**src/rtl/fifo_write_arbiter.sv**
```systemverilog
// fifo_write_arbiter: round-robin, packet-locking arbiter sharing one FIFO write port.
//
// Ports:
//   clk_i        rising-edge clock
//   rst_n_i      synchronous active-low reset; also gates every handshake output
//   req_valid_i  per-requester byte-offered flags
//   req_last_i   per-requester end-of-packet flags
//   req_data_i   requester i's byte in slice [i*WIDTH +: WIDTH]
//   req_ready_o  one-hot accept strobe, same cycle as the FIFO write
//   fifo_full_i  FIFO full flag; no write is issued while it is high
//   fifo_wr_en_o FIFO write enable
//   fifo_data_o  FIFO write data
//   grant_id_o   selected requester (round-robin pointer when nobody is eligible)
//   locked_o     high while a multi-byte packet holds the port
//   abort_o      one-cycle pulse when a stalled packet is timed out
module fifo_write_arbiter #(
    parameter int NUM_REQ = 4,
    parameter int WIDTH   = 8,
    parameter int TIMEOUT = 64
) (
    input  logic                       clk_i,
    input  logic                       rst_n_i,
    input  logic [NUM_REQ-1:0]         req_valid_i,
    input  logic [NUM_REQ-1:0]         req_last_i,
    input  logic [NUM_REQ*WIDTH-1:0]   req_data_i,
    output logic [NUM_REQ-1:0]         req_ready_o,
    input  logic                       fifo_full_i,
    output logic                       fifo_wr_en_o,
    output logic [WIDTH-1:0]           fifo_data_o,
    output logic [$clog2(NUM_REQ)-1:0] grant_id_o,
    output logic                       locked_o,
    output logic                       abort_o
);
    localparam int IW = $clog2(NUM_REQ);
    localparam int CW = $clog2(TIMEOUT + 1);

    typedef enum logic {IDLE, LOCKED} state_e;

    state_e          state_q, state_d;
    logic [IW-1:0]   owner_q, owner_d;
    logic [IW-1:0]   rr_ptr_q, rr_ptr_d;
    logic [CW-1:0]   idle_cnt_q, idle_cnt_d;
    logic            abort_q, abort_d;
    logic [IW-1:0]   cand;
    logic            has_cand;
    logic            beat;
    logic            owner_idle;
    logic            timeout_hit;

    function automatic logic [IW-1:0] wrap_add(input logic [IW-1:0] p, input int k);
        int s;
        s = int'(p) + k;
        if (s >= NUM_REQ) s = s - NUM_REQ;
        return IW'(s);
    endfunction

    function automatic logic [IW-1:0] wrap_inc(input logic [IW-1:0] p);
        return (int'(p) == NUM_REQ - 1) ? '0 : p + 1'b1;
    endfunction

    // Scan from the far end back towards rr_ptr so the last hit is the first
    // valid requester in round-robin order. A locked packet pins the owner.
    always_comb begin
        cand     = (state_q == LOCKED) ? owner_q : rr_ptr_q;
        has_cand = (state_q == LOCKED);
        if (state_q == IDLE) begin
            for (int k = NUM_REQ - 1; k >= 0; k--) begin
                if (req_valid_i[wrap_add(rr_ptr_q, k)]) begin
                    cand     = wrap_add(rr_ptr_q, k);
                    has_cand = 1'b1;
                end
            end
        end
    end

    assign beat        = rst_n_i && has_cand && req_valid_i[cand] && !fifo_full_i;
    assign owner_idle  = (state_q == LOCKED) && !req_valid_i[owner_q];
    assign timeout_hit = owner_idle && (idle_cnt_q == CW'(TIMEOUT - 1));

    assign fifo_wr_en_o = beat;
    assign req_ready_o  = beat ? (NUM_REQ'(1) << cand) : '0;
    assign fifo_data_o  = (rst_n_i && has_cand) ? req_data_i[int'(cand)*WIDTH +: WIDTH] : '0;
    assign grant_id_o   = rst_n_i ? cand : '0;
    assign locked_o     = rst_n_i && (state_q == LOCKED);
    assign abort_o      = rst_n_i && abort_q;

    // An owner that is valid but blocked by a full FIFO is stalled, not idle,
    // so only genuinely missing data advances the timeout counter.
    always_comb begin
        state_d    = state_q;
        owner_d    = owner_q;
        rr_ptr_d   = rr_ptr_q;
        idle_cnt_d = idle_cnt_q;
        abort_d    = 1'b0;
        if (beat && req_last_i[cand]) begin
            state_d  = IDLE;
            rr_ptr_d = wrap_inc(cand);
        end else if (beat) begin
            state_d    = LOCKED;
            owner_d    = cand;
            idle_cnt_d = '0;
        end else if (timeout_hit) begin
            state_d    = IDLE;
            rr_ptr_d   = wrap_inc(owner_q);
            idle_cnt_d = '0;
            abort_d    = 1'b1;
        end else if (owner_idle) begin
            idle_cnt_d = idle_cnt_q + 1'b1;
        end else if (state_q == LOCKED) begin
            idle_cnt_d = '0;
        end
    end

    always_ff @(posedge clk_i) begin
        if (!rst_n_i) begin
            state_q    <= IDLE;
            owner_q    <= '0;
            rr_ptr_q   <= '0;
            idle_cnt_q <= '0;
            abort_q    <= 1'b0;
        end else begin
            state_q    <= state_d;
            owner_q    <= owner_d;
            rr_ptr_q   <= rr_ptr_d;
            idle_cnt_q <= idle_cnt_d;
            abort_q    <= abort_d;
        end
    end
endmodule

```
**config.mk**
```make
export PLATFORM = sky130hd
export DESIGN_NAME = fifo_write_arbiter
export DESIGN_NICKNAME = d
export VERILOG_FILES = /design/src/rtl/fifo_write_arbiter.sv
export SDC_FILE = /design/constraint.sdc
export NUM_CORES = 1
export LEC_CHECK = 0
export CORE_UTILIZATION = 43
export CTS_CLUSTER_SIZE = 28
export DETAILED_ROUTE_END_ITERATION = 8
export MAX_ROUTING_LAYER = met4
export PLACE_DENSITY_LB_ADDON = 0.15
export SYNTH_ARGS = -nofsm -noshare
export SYNTH_HDL_FRONTEND = slang
export SYNTH_SLANG_ARGS = --single-unit
```
**constraint.sdc**
```tcl
create_clock -name clk_i -period 2.6 [get_ports clk_i]
set_input_delay 0.26 -clock clk_i [delete_from_list [all_inputs] [get_ports clk_i]]
set_output_delay 0.26 -clock clk_i [all_outputs]
set_load 0.1 [all_outputs]
```
==> results.env <==
OUTCOME='finished, violations left'
FAILED_CHECKS='negative setup slack'
GLOBAL_ROUTE_WIRE_LENGTH_BEFORE_REPAIR_UM=10500
WORSTREG2REGSTART='state_q'
SYNTH.FF_LATCH_COUNT=13
DRT-INITIAL-DRC-COUNT=449
SYNTH_MOST_COMMON_CELL='nand2_1'
GRT_BUSIEST_LAYER='met2'
TIMING.CRITICAL_PATH.MODE_CELL='buf_12'
WHS_NS=0.499
WORST-SLEW-PIN-TRANSITION_NS=0.465
POWER.STATIC_LEAKAGE_uW=0.00121
FINCLKSKEW_NS=0.00202
REMAINING_DRC_ERRORS=0
OVERFLOW=0
ROOT_BUFFER='clkbuf_4'
CRIT_PATH_START_KIND='flip-flop'
CRITPATHKIND='flip-flop to output port'
PLACE_CONGESTION=0.916
GRT_MET1_USAGE_PCT=43.0
CPPEAKSTAGEDELAY_NS=0.39
POWER_uW=1580
FINAL_PERIOD_MINUS_WORST_SETUP_SLACK_NS=2.74
TIMING.HOLD.WORST.START='idle_cnt_q[6]'
CLOCK_PIN_SLEW_ON_THE_WORST_SETUP_AND_HOLD_PATHS_NS=0.09
ANT_NETS=0
SYN-INSTANCE-COUNT=198
SYNTH_TOP_AREA_SHARE_PCT=17.9
FIN_NETS=349
SETUP_WS_NS=-0.145
GRT_USE_TOTAL_PCT=41.6
SYNTH.YOSYS.SEQ_AREA_SHARE_PCT=17.9
CRIT_PATH_CELL_TRACE='and2_4 -> or3_4 -> o21ai_4 -> buf_12 -> buf_4 -> nand2_1 -> and3_4 -> a311oi_4 -> buf_12'
SYNTH_FLOP_CELL='dfxtp_1'
DIE_H_UM=60.1
POST-ROUTE-PERIOD-UTIL_PCT=106
DETAILEDROUTE.FIRSTPASSITERATIONCOUNT=6
TIMING.CRITICAL_PATH.TO_TYPE='output port'
CRITICAL-PATH-SLOWEST-CELL='or3_4'
YOSYS.CELL_TYPES.COUNT=52
NETLIST_TOP_CELLS_AREA='dfxtp_1 (18%), nand2_1 (11%), ha_1 (5.2%)'
REG2REG_SETUP_SLACK_NS=0.07
CTS.PATH.MAX_BUFFERS=2
RSZ0062_AT_GRT='true'
PLACEMENTROWS=20
GRT_PASS1_VIAS=2120
INITIAL_ANTENNA_VIOLATION_COUNT=0
ASYNC_FLOP_SHARE_PCT=0
R2R_END='owner_q[0]'
TIMING.CRITICAL_PATH.FANOUT_MAX=4
SYNTH.CELL_AREA_MM2=0.00145
IO_PINS=60
WORSTREGTOREGCELLS=8
START_UTIL_PCT=46.4
CTS.HTREE.LEVELS=1
DRT-WIRELENGTH-PER-CELL_UM=26.3
CAP_VIOLATIONS=0
SYNTH_LARGEST_AREA_CELL='dfxtp_1'
PORTBUFFERS=59
REPORT.FINAL.SLEW_VIOL_COUNT=0
HOLD_DEPTH=1
DIE_W_UM=60.1
AREA.GROWTH.SYNTH_TO_FINAL_PCT=105
AREA_OF_THE_CORE_MM2=0.00313
PLACE_HPWL_UM=4220
TIMING.SETUP.TNS_NS=-1.23
TRITONCTS_CLOCK_TREE='done'
CLK_LATENCY_NS=0.28
DRIVE_GT1_SHARE_PCT=43.1
IRDROPWORSTVDD_uV=466
CTS.HOLD.BUFFERS_ADDED=0
MAXIMUM_NUMBER_OF_PINS_ON_ONE_NET_BEFORE_GLOBAL_ROUTE_REPAIR=11
NUMBER_OF_SINKS_ON_THE_CLOCK_NET=13
FINAL-SETUP-VIOL-COUNT=14
FLOORPLAN.DIE_AREA_MM2=0.00361
ANTENNA_CELLS_INSERTED=0
HOLD_PATH.CLASS='flip-flop to flip-flop'
FMAX_GHz=0.364
GLOBALROUTEMET3UTIL_PCT=8.66
POWER_DENSITY_mW_PER_MM2=530
FINAL_HOLD_VIOL_COUNT=0
DETAIL_ROUTE.WIRELENGTH_UM=9030
USE_MET2_PCT=74.4
TIMING.CRITICAL_PATH.ARRIVAL_NS=2.48
SYN_AVG_CELL_AREA_UM2=7.34
SYNTH_EDF_COUNT=0
YOSYSWARNINGCOUNT=0
DR_TOTAL_VIAS=2350
ROUTE.DETAILED.VIAS_PER_INST=6.85
HOLDPATHEND='idle_cnt_q[6]'
TIMING.CRITICAL_PATH.FROM='state_q'
SYNTH.CELLS.MOST_FREQUENT='nand2_1 (42), dfxtp_1 (13), nor2_1 (11)'
SYN-NUM-NETS=247
WORST_PATH_REQUIRED_TIME_NS=2.34
TIMING.SLEW.HEADROOM_PCT=68.8
TRITONCTS.NUM_BUFFERS=3
POSTLAYOUTCOREUTIL_PCT=95.2
==> sequential cells by signal, summed over array words and instances, names as in the netlist <==
| signal | flops |
|---|---|
| state_q | 1 |
| owner_q | 2 |
| idle_cnt_q | 7 |
| abort_q | 1 |
| rr_ptr_q | 2 |
==> through the flow <==
step	setup WS, ns	cells	cell area, um2
2_1_floorplan	-0.103	198	1720
3_3_place_gp	-0.165	324	2700
3_5_place_dp	-0.201	324	2700
4_1_cts	0.00607	335	2840
5_1_grt	-0.154	343	2980
6_report	-0.145	343	2980
==> metal layers <==
metal | vias up | part of all wire (%) | routed length (um)
met5 | - | 0 | 0
met4 | 0 | 9.9 | 890
met3 | 113 | 11 | 1030
met2 | 262 | 45 | 4080
met1 | 1052 | 34 | 3030
li1 | 923 | - | -
==> final cells by class <==
class | instances | area [um2]
Multi-Input combinational cell | 162 | 1390
Timing Repair Buffer | 107 | 1170
Sequential cell | 13 | 272
Fill cell | 76 | 151
Tap cell | 44 | 55.1
Inverter | 11 | 53.8
Clock buffer | 4 | 26.3
Timing Repair inverter | 2 | 17.5
==> power by group <==
group / leakage, uW / internal (uW) / total (uW) / switching [uW]
Clock: 0.0000150 / 59.6 / 136 / 76.9
Combinational: 0.00108 / 514 / 1200 / 689
Sequential: 0.000107 / 215 / 237 / 22.4
==> cell families after synthesis <==
| kind of cell | count (synthesis) | synth area share, % |
|---|---|---|
| AND/OR/NAND/NOR | 98 | 33.7 |
| AO/OA/AOI/OAI | 50 | 28.7 |
| adder cells (fa/ha/maj) | 6 | 5.17 |
| buffers and inverters | 23 | 7.32 |
| multiplexers | 8 | 7.24 |
| flip-flops | 13 | 17.9 |
==> cell usage in the layout, fill, tap and decap left out, types with 2 or more instances in the layout <==
| cell type | instances |
|---|---|
| dlygate4sd2_1 | 3 |
| buf_8 | 2 |
| a311oi_4 | 8 |
| o221a_2 | 2 |
| a21oi_1 | 6 |
| a211oi_1 | 2 |
| nor2b_1 | 3 |
| and2_1 | 2 |
| and2_4 | 5 |
| buf_6 | 6 |
| mux2i_1 | 4 |
| inv_2 | 2 |
| and3_4 | 8 |
| nand2_2 | 3 |
| nand2_1 | 39 |
| buf_4 | 39 |
| inv_1 | 8 |
| nor2_1 | 10 |
| ha_1 | 6 |
| clkdlybuf4s50_1 | 38 |
| nor3_1 | 3 |
| o21ai_1 | 4 |
| nand3_1 | 4 |
| a31oi_1 | 3 |
| dfxtp_4 | 3 |
| dfxtp_1 | 10 |
| clkbuf_4 | 3 |
| o21ai_0 | 4 |
| nor3_2 | 2 |
| o31a_1 | 2 |
| and3_1 | 2 |
| nand2b_1 | 4 |
| a21oi_4 | 2 |
| buf_12 | 18 |
==> repair_timing <==
item | CTS | global route
pin swaps | 15 | 10
buffers inserted | 6 | 7
setup endpoints to repair | 14 | 14
gates resized for setup | 20 | 22
cloned | 1 | 1
==> critical path: cells and delay by family, from the launching register on <==
| kind | cells | cell delay [ns] |
|---|---|---|
| AO/OA/AOI/OAI | 2 | 0.51 |
| flip-flops | 1 | 0.37 |
| buffers and inverters | 3 | 0.50 |
| AND/OR/NAND/NOR | 4 | 0.81 |
==> worst max path at each step <==
stage	endpoint	slack [ns]
after floorplan	fifo_data_o[0]	-0.10
after global placement	fifo_data_o[0]	-0.16
after detailed placement	owner_q[0]	-0.20
after CTS	fifo_data_o[0]	0.006
after global routing	fifo_data_o[6]	-0.15
final	fifo_data_o[6]	-0.14
(Power assumes the default switching activity.)
